===== src/rtl/nn_dense_layer_pkg.sv =====
// nn_pkg: shared types and helpers for the neural-network datapath blocks.
//   nn_state_e - sequencing states of the time-multiplexed dense layer
//   acc_width  - accumulator width that cannot overflow for a NUM_IN-term dot product
//   sat_val    - clamp a signed value to a signed or unsigned OUT_W-bit range;
//                also used by the output-neuron and backprop blocks
package nn_pkg;

    typedef enum logic [1:0] {
        ST_IDLE = 2'd0,
        ST_MAC  = 2'd1,
        ST_WB   = 2'd2,
        ST_DONE = 2'd3
    } nn_state_e;

    // Product of an unsigned IN_W value and a signed W_W value needs IN_W+W_W+1
    // bits; summing NUM_IN of them adds clog2(NUM_IN) bits of growth.
    function automatic int acc_width(input int in_w, input int w_w, input int num_in);
        return in_w + w_w + $clog2(num_in) + 1;
    endfunction

    // Unsigned mode clamps to [0, 2^out_w-1], which also implements ReLU.
    // Signed mode clamps to [-2^(out_w-1), 2^(out_w-1)-1].
    function automatic logic signed [63:0] sat_val(input logic signed [63:0] v,
                                                   input int                 out_w,
                                                   input logic               unsigned_out);
        logic signed [63:0] hi;
        logic signed [63:0] lo;
        if (unsigned_out) begin
            hi = (64'sd1 <<< out_w) - 64'sd1;
            lo = 64'sd0;
        end else begin
            hi = (64'sd1 <<< (out_w - 1)) - 64'sd1;
            lo = -(64'sd1 <<< (out_w - 1));
        end
        if (v > hi) return hi;
        if (v < lo) return lo;
        return v;
    endfunction

endpackage


===== src/rtl/nn_dense_layer_mac_unit.sv =====
// nn_mac_unit: registered signed multiply-accumulate.
//   clk, rst - clock, asynchronous active-high reset
//   clr      - zero the accumulator (has priority over en)
//   en       - add x*w to the accumulator
//   x        - unsigned operand, zero-extended
//   w        - two's complement operand, sign-extended
//   acc      - accumulator value
module nn_mac_unit #(
    parameter int IN_W  = 4,
    parameter int W_W   = 8,
    parameter int ACC_W = 15
) (
    input  logic                    clk,
    input  logic                    rst,
    input  logic                    clr,
    input  logic                    en,
    input  logic [IN_W-1:0]         x,
    input  logic signed [W_W-1:0]   w,
    output logic signed [ACC_W-1:0] acc
);

    logic signed [ACC_W-1:0] x_ext_p0;
    logic signed [ACC_W-1:0] w_ext_p0;
    logic signed [ACC_W-1:0] prod_p0;
    logic signed [ACC_W-1:0] acc_p1;

    assign x_ext_p0 = {{(ACC_W-IN_W){1'b0}}, x};
    assign w_ext_p0 = {{(ACC_W-W_W){w[W_W-1]}}, w};
    assign prod_p0  = x_ext_p0 * w_ext_p0;

    // ---- stage p0 -> p1: accumulate ----
    always_ff @(posedge clk or posedge rst) begin
        if (rst)
            acc_p1 <= '0;
        else if (clr)
            acc_p1 <= '0;
        else if (en)
            acc_p1 <= acc_p1 + prod_p0;
    end

    assign acc = acc_p1;

endmodule


===== src/rtl/nn_dense_layer.sv =====
// nn_dense_layer: time-multiplexed fully-connected layer, NUM_OUT neurons over
// NUM_IN inputs, one shared MAC, internal weight register file.
//   clk_i, rst_i     - clock, asynchronous active-high reset
//   start_i          - request an evaluation (accepted in IDLE only)
//   x_i              - input vector, x[i] = x_i[i*IN_W +: IN_W], unsigned
//   w_we_i/addr/data - weight write port, addr = j*NUM_IN + i; dropped while busy
//   busy_o           - evaluation in progress
//   done_o           - one-cycle completion pulse
//   y_valid_o        - y_o holds the results of the last completed evaluation
//   y_o              - saturated results, y[j] = y_o[j*OUT_W +: OUT_W]
// Build option: define NN_DENSE_LAYER_RELU_EN for fused ReLU with unsigned
// clamped outputs; otherwise outputs are signed and saturated.
module nn_dense_layer
    import nn_pkg::*;
#(
    parameter int NUM_IN  = 4,
    parameter int NUM_OUT = 2,
    parameter int IN_W    = 4,
    parameter int W_W     = 8,
    parameter int OUT_W   = 10,
    localparam int ADDR_W = (NUM_IN*NUM_OUT > 1) ? $clog2(NUM_IN*NUM_OUT) : 1
) (
    input  logic                      clk_i,
    input  logic                      rst_i,
    input  logic                      start_i,
    input  logic [NUM_IN*IN_W-1:0]    x_i,
    input  logic                      w_we_i,
    input  logic [ADDR_W-1:0]         w_addr_i,
    input  logic signed [W_W-1:0]     w_data_i,
    output logic                      busy_o,
    output logic                      done_o,
    output logic                      y_valid_o,
    output logic [NUM_OUT*OUT_W-1:0]  y_o
);

`ifdef NN_DENSE_LAYER_RELU_EN
    localparam logic RELU_EN = 1'b1;
`else
    localparam logic RELU_EN = 1'b0;
`endif

    localparam int ACC_W = acc_width(IN_W, W_W, NUM_IN);
    localparam int N_W   = NUM_IN * NUM_OUT;
    localparam int I_W   = (NUM_IN  > 1) ? $clog2(NUM_IN)  : 1;
    localparam int J_W   = (NUM_OUT > 1) ? $clog2(NUM_OUT) : 1;
    localparam logic [I_W-1:0]  I_LAST = I_W'(NUM_IN - 1);
    localparam logic [J_W-1:0]  J_LAST = J_W'(NUM_OUT - 1);
    localparam logic [ADDR_W:0] N_W_L  = (ADDR_W+1)'(N_W);

    nn_state_e state, state_nxt;

    logic [I_W-1:0]          i_cnt;
    logic [J_W-1:0]          j_cnt;
    logic [IN_W-1:0]         x_q [NUM_IN];
    logic signed [W_W-1:0]   w_q [N_W];
    logic [OUT_W-1:0]        y_q [NUM_OUT];
    logic                    y_valid_q;
    logic signed [ACC_W-1:0] acc;
    logic                    start_ok;
    logic                    busy;
    logic                    done;
    logic                    mac_en;
    logic                    mac_clr;
    logic [ADDR_W-1:0]       rd_addr;
    logic signed [63:0]      sat_res;

    // State register
    always_ff @(posedge clk_i or posedge rst_i) begin
        if (rst_i)
            state <= ST_IDLE;
        else
            state <= state_nxt;
    end

    // Next-state logic
    always_comb begin
        state_nxt = state;
        case (state)
            ST_IDLE: if (start_i) state_nxt = ST_MAC;
            ST_MAC:  if (i_cnt == I_LAST) state_nxt = ST_WB;
            ST_WB:   state_nxt = (j_cnt == J_LAST) ? ST_DONE : ST_MAC;
            ST_DONE: state_nxt = ST_IDLE;
            default: state_nxt = ST_IDLE;
        endcase
    end

    // Output / control decode; everything here is driven from registered state
    // except start_ok, which stays internal.
    always_comb begin
        busy     = (state == ST_MAC) || (state == ST_WB);
        done     = (state == ST_DONE);
        start_ok = (state == ST_IDLE) && start_i;
        mac_en   = (state == ST_MAC);
        // Clearing on start as well guarantees a clean accumulator even if a
        // previous evaluation was cut short.
        mac_clr  = (state == ST_WB) || start_ok;
    end

    always_comb begin
        rd_addr = ADDR_W'(int'(j_cnt) * NUM_IN + int'(i_cnt));
        sat_res = sat_val(64'(acc), OUT_W, RELU_EN);
    end

    // ---- stage p0: operand fetch from snapshot and weight file ----
    nn_mac_unit #(
        .IN_W  (IN_W),
        .W_W   (W_W),
        .ACC_W (ACC_W)
    ) u_mac (
        .clk (clk_i),
        .rst (rst_i),
        .clr (mac_clr),
        .en  (mac_en),
        .x   (x_q[i_cnt]),
        .w   (w_q[rd_addr]),
        .acc (acc)
    );

    // ---- stage p1: counters, input snapshot, write-back ----
    always_ff @(posedge clk_i or posedge rst_i) begin
        if (rst_i) begin
            i_cnt     <= '0;
            j_cnt     <= '0;
            y_valid_q <= 1'b0;
            for (int k = 0; k < NUM_IN; k++)  x_q[k] <= '0;
            for (int k = 0; k < NUM_OUT; k++) y_q[k] <= '0;
        end else begin
            case (state)
                ST_IDLE: begin
                    if (start_i) begin
                        i_cnt     <= '0;
                        j_cnt     <= '0;
                        y_valid_q <= 1'b0;
                        for (int k = 0; k < NUM_IN; k++)
                            x_q[k] <= x_i[k*IN_W +: IN_W];
                    end
                end
                ST_MAC: begin
                    if (i_cnt != I_LAST)
                        i_cnt <= i_cnt + 1'b1;
                end
                ST_WB: begin
                    y_q[j_cnt] <= sat_res[OUT_W-1:0];
                    i_cnt      <= '0;
                    // Raising valid here makes it high in the DONE cycle.
                    if (j_cnt != J_LAST)
                        j_cnt <= j_cnt + 1'b1;
                    else
                        y_valid_q <= 1'b1;
                end
                default: ;
            endcase
        end
    end

    // Weight file: writes only while not busy (IDLE or DONE).
    always_ff @(posedge clk_i or posedge rst_i) begin
        if (rst_i) begin
            for (int k = 0; k < N_W; k++) w_q[k] <= '0;
        end else if (w_we_i && !busy && ({1'b0, w_addr_i} < N_W_L)) begin
            w_q[w_addr_i] <= w_data_i;
        end
    end

    assign busy_o    = busy;
    assign done_o    = done;
    assign y_valid_o = y_valid_q;

    for (genvar g = 0; g < NUM_OUT; g++) begin : g_y
        assign y_o[g*OUT_W +: OUT_W] = y_q[g];
    end

endmodule

===== config.mk =====
export PLATFORM = sky130hd
export DESIGN_NAME = nn_dense_layer
export DESIGN_NICKNAME = d
export VERILOG_FILES = /design/src/rtl/nn_dense_layer_pkg.sv /design/src/rtl/nn_dense_layer_mac_unit.sv /design/src/rtl/nn_dense_layer.sv
export SDC_FILE = /design/constraint.sdc
export NUM_CORES = 1
export LEC_CHECK = 0
export BUFFER_PORTS_ARGS = -buffer_cell sky130_fd_sc_hd__buf_4
export CORE_UTILIZATION = 29
export CTS_CLUSTER_SIZE = 20
export DETAILED_ROUTE_END_ITERATION = 16
export PLACE_DENSITY = 0.42
export RECOVER_POWER = 100
export SETUP_SLACK_MARGIN = 0.3
export SYNTH_ARGS = -nofsm -noshare
export SYNTH_HDL_FRONTEND = slang
export SYNTH_SLANG_ARGS = --single-unit

===== constraint.sdc =====
create_clock -name clk_i -period 5.7 [get_ports clk_i]
set_input_delay 0.285 -clock clk_i [delete_from_list [all_inputs] [get_ports clk_i]]
set_output_delay 0.285 -clock clk_i [all_outputs]
set_load 0.02 [all_outputs]

; Yosys cells after proc, flatten, opt, wreduce, memory -nomap -nowiden
; Index checks and enable logic that the tools add are counted.
[classes]
n_addsub = 4
bitwise = 4
n_reduce_logical = 16
n_lt_le_gt_ge = 8
eq_ne = 9
mux = 33
n_mul = 1
[op_table]
columns = op, count
row1 = 64-bit bitwise mux, 1
row2 = 10-bit two-way mux, 5
row3 = 15-bit two-way mux, 2
row4 = 8-bit binary-select mux with 3-bit select, 1
row5 = 8-bit demux with 3-bit select, 1
row6 = 8-bit two-way mux, 3
row7 = 20-bit bitwise mux, 1
row8 = 15-bit by 13-bit adder with 15-bit output, 1
row9 = "15-bit by 10-bit > comparator with 1-bit output, second input constant", 1
row10 = "15-bit by 10-bit < comparator with 1-bit output, second input constant", 1
row11 = 5-bit by 8-bit multiplier with 13-bit output, 1
row12 = 10-bit demux with 1-bit select, 1
row13 = 2-bit two-way mux, 5
row14 = 4-bit binary-select mux with 2-bit select, 1
row15 = "4-bit >= comparator, second input constant", 2
row16 = 4-bit two-way mux, 2
row17 = 3-bit inverter with 4-bit output, 2
row18 = 2-bit one-hot mux with 4 select lines, 1
row19 = "2-bit equality test, second input constant", 3
row20 = 1-bit two-way mux, 6
row21 = "2-bit inequality test, second input constant", 3
row22 = 2-bit one-hot mux with 3 select lines, 1
row23 = 2-bit AND reduction, 3
row24 = 3-bit AND reduction, 2
row25 = 18 further kinds, 25
[totals]
out_inout_bits = 23
regBits = 121
wordCells = 94
inputBits = 31

; Depth between registers and ports, before layout
[depth]
ltp_word = 9
depth_mapped = 19

; Hierarchy
; From an unflattened synthesis, not the netlist that was laid out.
[unflattened]
cells_unflattened = 647
area_unflattened_um2 = 7596.0
[modules_own_cells]
columns = mod, area_per_inst_um2, seq_area_each_um2, cells_each, instances
row1 = nn_dense_layer, 5051.1, 2652.5, 352, 1
row2 = nn_mac_unit, 2544.9, 375.4, 295, 1

; Worst setup path after synthesis
; No wires, ideal clock.
[synth_path]
path_kind = register to register
start = register i_cnt[0]
end = register u_mac.acc_p1[13] (netlist: u_mac.acc[13])
setup_ps = 121
arrival_time_ps = 4672
n_path_buf = 2
stages_incl_launch_ff = 17
path_slack_ps = 907
cell_sequence = dfrtp_1 buf_2 buf_2 mux4_2 nor2b_1 fa_1 fa_1 inv_1 fa_1 inv_1 ha_1 o21a_2 o31ai_2 or3_1 o221ai_2 xor2_1 a22o_1
[synth_between]
elab_chain_len = 9
word_cells_on_any_way = 13
cone_classes = add/sub (2) / mul (1) / mux (8) / bitwise (2)
[synth_lines]
columns = element, line
row1 = from (decl), nn_dense_layer.sv:52  ; logic [I_W-1:0] i_cnt;
row2 = from (signal assigned), nn_dense_layer.sv:140  ; i_cnt <= i_cnt + 1'b1;
row3 = 3-bit by 2-bit adder with 3-bit output, nn_dense_layer.sv:100  ; rd_addr = ADDR_W'(int'(j_cnt) * NUM_IN + int'(i_cnt));
row4 = 3-bit inverter with 4-bit output (not written as such), nn_dense_layer.sv:115  ; .w (w_q[rd_addr]),
row5 = 8-bit binary-select mux with 3-bit select, nn_dense_layer.sv:115
row6 = 8-bit two-way mux (not written as such) (2 in series), nn_dense_layer.sv:115
row7 = 5-bit by 8-bit multiplier with 13-bit output (*), nn_dense_layer_mac_unit.sv:29  ; assign prod_p0 = x_ext_p0 * w_ext_p0;
row8 = 15-bit by 13-bit adder with 15-bit output (*), nn_dense_layer_mac_unit.sv:38  ; acc_p1 <= acc_p1 + prod_p0;
row9 = 15-bit two-way mux (*), nn_dense_layer_mac_unit.sv:37  ; else if (en)
row10 = 15-bit two-way mux (*), nn_dense_layer_mac_unit.sv:35  ; else if (clr)
row11 = to (signal assigned), nn_dense_layer_mac_unit.sv:38
row12 = to (decl), nn_dense_layer_mac_unit.sv:25  ; logic signed [ACC_W-1:0] acc_p1;
; Every way passes the cells marked *; elsewhere a longest branch is shown, timed or not. The select of a mux whose other input is x is not followed.
; A chain may end at the register's enable or synchronous reset.

; Worst setup path in the final report
[layout_path]
start = register i_cnt[1]
end = register u_mac.acc_p1[13] (netlist: u_mac.acc[13])
; The elaborated chain is that of the path after synthesis.

==> impl_table.tex <==
\begin{tabular}{lr}
\hline
Metric & Value \\
\hline
\multicolumn{2}{l}{\textbf{Placed design}} \\
Setup slack at placement & between 0.4 and 0.5 ns \\
Global placement routability congestion & $\sim$0.75 \\
Hpwl dp & around 11 mm \\
Port Buf Inserts & 53 \\
Dpl cells & $\sim$950 \\
\multicolumn{2}{l}{\textbf{Critical path}} \\
Category of the most critical setup path & reg2reg \\
Max Fanout on Critical Path & 14 \\
Crit Reg-Reg Endpoint & u\_mac.acc[13] \\
Worst reg2reg path startpoint & i\_cnt[1] \\
Worst Path Arrival & between 5 and 6 ns \\
Sort of element at the end of the critical path & flip-flop \\
Required arrival time at the worst endpoint & 6.00 ns \\
Largest incremental delay on the critical path & $\sim$0.63 ns \\
Critical path cell sequence & clkbuf\_1 -> mux4\_2 -> nor2b\_1 -> buf\_4 -> fa\_1 -> fa\_1 -> inv\_1 -> fa\_1 -> inv\_1 -> ha\_1 -> o21a\_2 -> o31ai\_2 -> or3\_1 -> o221ai\_2 -> xor2\_1 -> a22o\_1 \\
Cell count of the worst reg-to-reg path & 16 \\
Startpoint type of the worst setup path & flip-flop \\
Top cell by count, worst path & sky130\_fd\_sc\_hd\_\_fa\_1 \\
R2R Setup Slk & $\sim$0.55 ns \\
Worst setup path startpoint & i\_cnt[1] \\
Critical-path cell with the highest stage delay & sky130\_fd\_sc\_hd\_\_dfrtp\_2 \\
End of the critical path & u\_mac.acc[13] \\
\multicolumn{2}{l}{\textbf{Die}} \\
Chip Width & 158 um \\
Initial core utilization & around 30\% \\
Area of the core & $\sim$24000 um\^{}2 \\
\# IOs & 54 \\
FP Rows & between 50 and 60 \\
Die outline area & approximately 25000 um\^{}2 \\
Die outline height & roughly 160 um \\
\multicolumn{2}{l}{\textbf{Timing}} \\
Unrepaired setup endpoints after global routing & no \\
Number of hold-slack violations in the final timing report & 0 \\
Max-slew headroom & -33.7\% \\
Max frequency & 194 MHz \\
Final min period & 5.15 ns \\
Number of max-slew violations in the final report & about 140 \\
Setup TNS Final & 0 ns \\
Setup slack of the critical path after layout & between 0.5 and 0.6 ns \\
Worst Clk Skew & between 0.008 and 0.009 ns \\
Share of the clock period used by the worst path & between 90\% and 100\% \\
Number of failing setup endpoints in the final timing report & 0 \\
Worst Tran Pin Value & about 2 ns \\
\multicolumn{2}{l}{\textbf{GRT}} \\
Number of antenna violations at the first check in global routing & 0 \\
Global-route usage over all layers & between 10\% and 20\% \\
Overflow left after global routing & 0 \\
Wire length of the first global-routing pass & between 20 and 30 mm \\
Number of global-route vias before repair & roughly 5000 \\
Pin count of the biggest net entering global routing & roughly 80 \\
\multicolumn{2}{l}{\textbf{Final layout}} \\
Number of inserted filler cells in the final layout & 2441 \\
Non-filler instance count after layout & 985 \\
Fraction of layout instances using a drive strength above 1 & a little over a quarter \\
Most frequent standard cell in the layout excluding fill and tap cells & sky130\_fd\_sc\_hd\_\_dfrtp\_1 \\
Final net count & between 700 and 800 \\
Antenna cells & 0 \\
Area delta synth->final & 18.0\% \\
Commonest non-fill, non-tap cells in the layout & sky130\_fd\_sc\_hd\_\_dfrtp\_1 (120), sky130\_fd\_sc\_hd\_\_mux2\_2 (84), sky130\_fd\_sc\_hd\_\_inv\_1 (66) \\
Final Core Density & 35.3\% \\
\multicolumn{2}{l}{\textbf{Synth}} \\
Count of different cell masters after synthesis & between 40 and 50 \\
Most used DFF post-synth & sky130\_fd\_sc\_hd\_\_dfrtp\_1 \\
Yosys warning count & 0 \\
Avg Inst Size Synth & between 10 and 15 um\^{}2 \\
Count of mapped cells out of synthesis & 587 \\
Share of synthesized flip-flops with an asynchronous set or reset & between 90\% and 100\% \\
Post-synth design cell area & between 7000 and 8000 um\^{}2 \\
Fraction of the yosys area taken by sequential cells & a little over two fifths \\
Post-synth net total & approximately 690 \\
Number of storage elements in the synthesis netlist & about 120 \\
Post-synth EDFFs & 0 \\
\multicolumn{2}{l}{\textbf{Clock tree}} \\
Number of clock sinks & approximately 120 \\
Maximum buffer depth of the clock tree & 2 \\
Clock-pin slew of the registers on the worst-case setup and hold paths & about 0.06 ns \\
TritonCTS Buffers & 17 \\
Worst-Skew Late Latency & about 0.42 ns \\
Clock tree from TritonCTS & yes \\
Clock H-tree levels & 4 \\
Clk Tree Root Cell & sky130\_fd\_sc\_hd\_\_clkbuf\_16 \\
Post-CTS setup-driven buffer insertion count & 0 \\
\multicolumn{2}{l}{\textbf{Run status}} \\
Outcome & complete, but fails checks \\
Failing checks & max-capacitance violations, max-slew violations \\
\multicolumn{2}{l}{\textbf{Routing}} \\
Initial detailed-routing violation count & between 150 and 200 \\
Antenna-violating nets left & 0 \\
DRC viols & 0 \\
Post-Route WL & between 15 and 20 mm \\
Vias/cell & between 4 and 5 \\
Number of vias after detailed routing & approximately 4500 \\
Average wire per standard cell & $\sim$15 um \\
Detailed-routing iteration count for the pre-antenna-repair pass & 4 \\
\multicolumn{2}{l}{\textbf{Worst hold path}} \\
Worst min-delay path category & in2reg \\
\multicolumn{2}{l}{\textbf{Job}} \\
Count of max-cap constraint violations & 4 \\
\hline
\end{tabular}
## Yosys cell counts, drive strengths merged (10+ instances only)
| cell | n | area share [%] |
|---|---|---|
| a21oi | 15 | 1.1 |
| clkbuf | 10 | 0.53 |
| dfrtp | 121 | 43 |
| fa | 32 | 9.1 |
| ha | 35 | 6.2 |
| inv | 68 | 3.6 |
| mux2 | 84 | 13 |
| mux4 | 19 | 6.0 |
| nand2 | 45 | 2.4 |
| nor2 | 19 | 1.0 |
| nor2b | 21 | 1.9 |
| o21ai | 44 | 3.2 |
## what timing repair did
item,CTS,global route
hold buffers,1,0
resized for setup,0,2
endpoints found under the hold margin,40,0
endpoints found under the setup margin,0,4
## worst max-delay path: cells and delay by family (launching register included)
family	cells	cell delay [ns]
buf+inv	4	0.75
flops	1	0.63
compound gates	4	0.61
fa+ha+maj	4	1.82
mux	1	0.40
simple gates	2	0.71
xor+xnor	1	0.10
## cell families (layout without fill, tap and decap cells)
kind of cell,after synthesis,after routing,synth area share (%)
mux,111,111,20.6
flops,121,121,42.8
fa+ha+maj,67,67,15.2
simple gates,107,107,7.71
compound gates,82,82,7.11
buf+inv,85,164,4.79
xor+xnor,14,14,1.73
## layer usage
layer / wire length [um] / GRT usage (%)
met1: 7050 / 17.7
met2: 7500 / 23.2
met3: 395 / 2.96
met4: 221 / 5.08
met5: 0 / 0
## state kept, by name, indices dropped and copies added (netlist names)
register	cells
j_cnt	1
u_mac.acc	15
x_q	16
y_valid_o	1
y_o	20
w_q	64
i_cnt	2
state	2
## layout make-up
type	count	area, um^2	share of cell area, %
clock inverter	12	140	1.68
multi-input combinational	381	3680	44.1
sequential	121	3030	36.3
tap	319	399	4.78
timing repair buffer	64	387	4.63
inverter	68	256	3.07
clock buffer	20	457	5.47
## per-stage QoR
stage          cell area (um^2)  hold slack (ns)
2_1_floorplan              7080            0.435
3_3_place_gp               7870            0.358
3_5_place_dp               7870            0.361
4_1_cts                    8480           0.0707
5_1_grt                    8350           0.0728
6_report                   8350           0.0922
## worst min-delay path by stage
stage	startpoint	end	slack, ns	cells past startpoint
detailed placement	rst_i	y_valid_o	0.36	2
CTS	x_i[7]	x_q[11]	0.07	2
finish	x_i[7]	x_q[11]	0.09	2
global route	x_i[15]	x_q[3]	0.07	2
floorplan	w_data_i[0]	w_q[48]	0.44	1
global placement	rst_i	y_valid_o	0.36	2
Power is not shown: default switching activity piles up to over one toggle a cycle in this logic, so the estimate is an artifact.
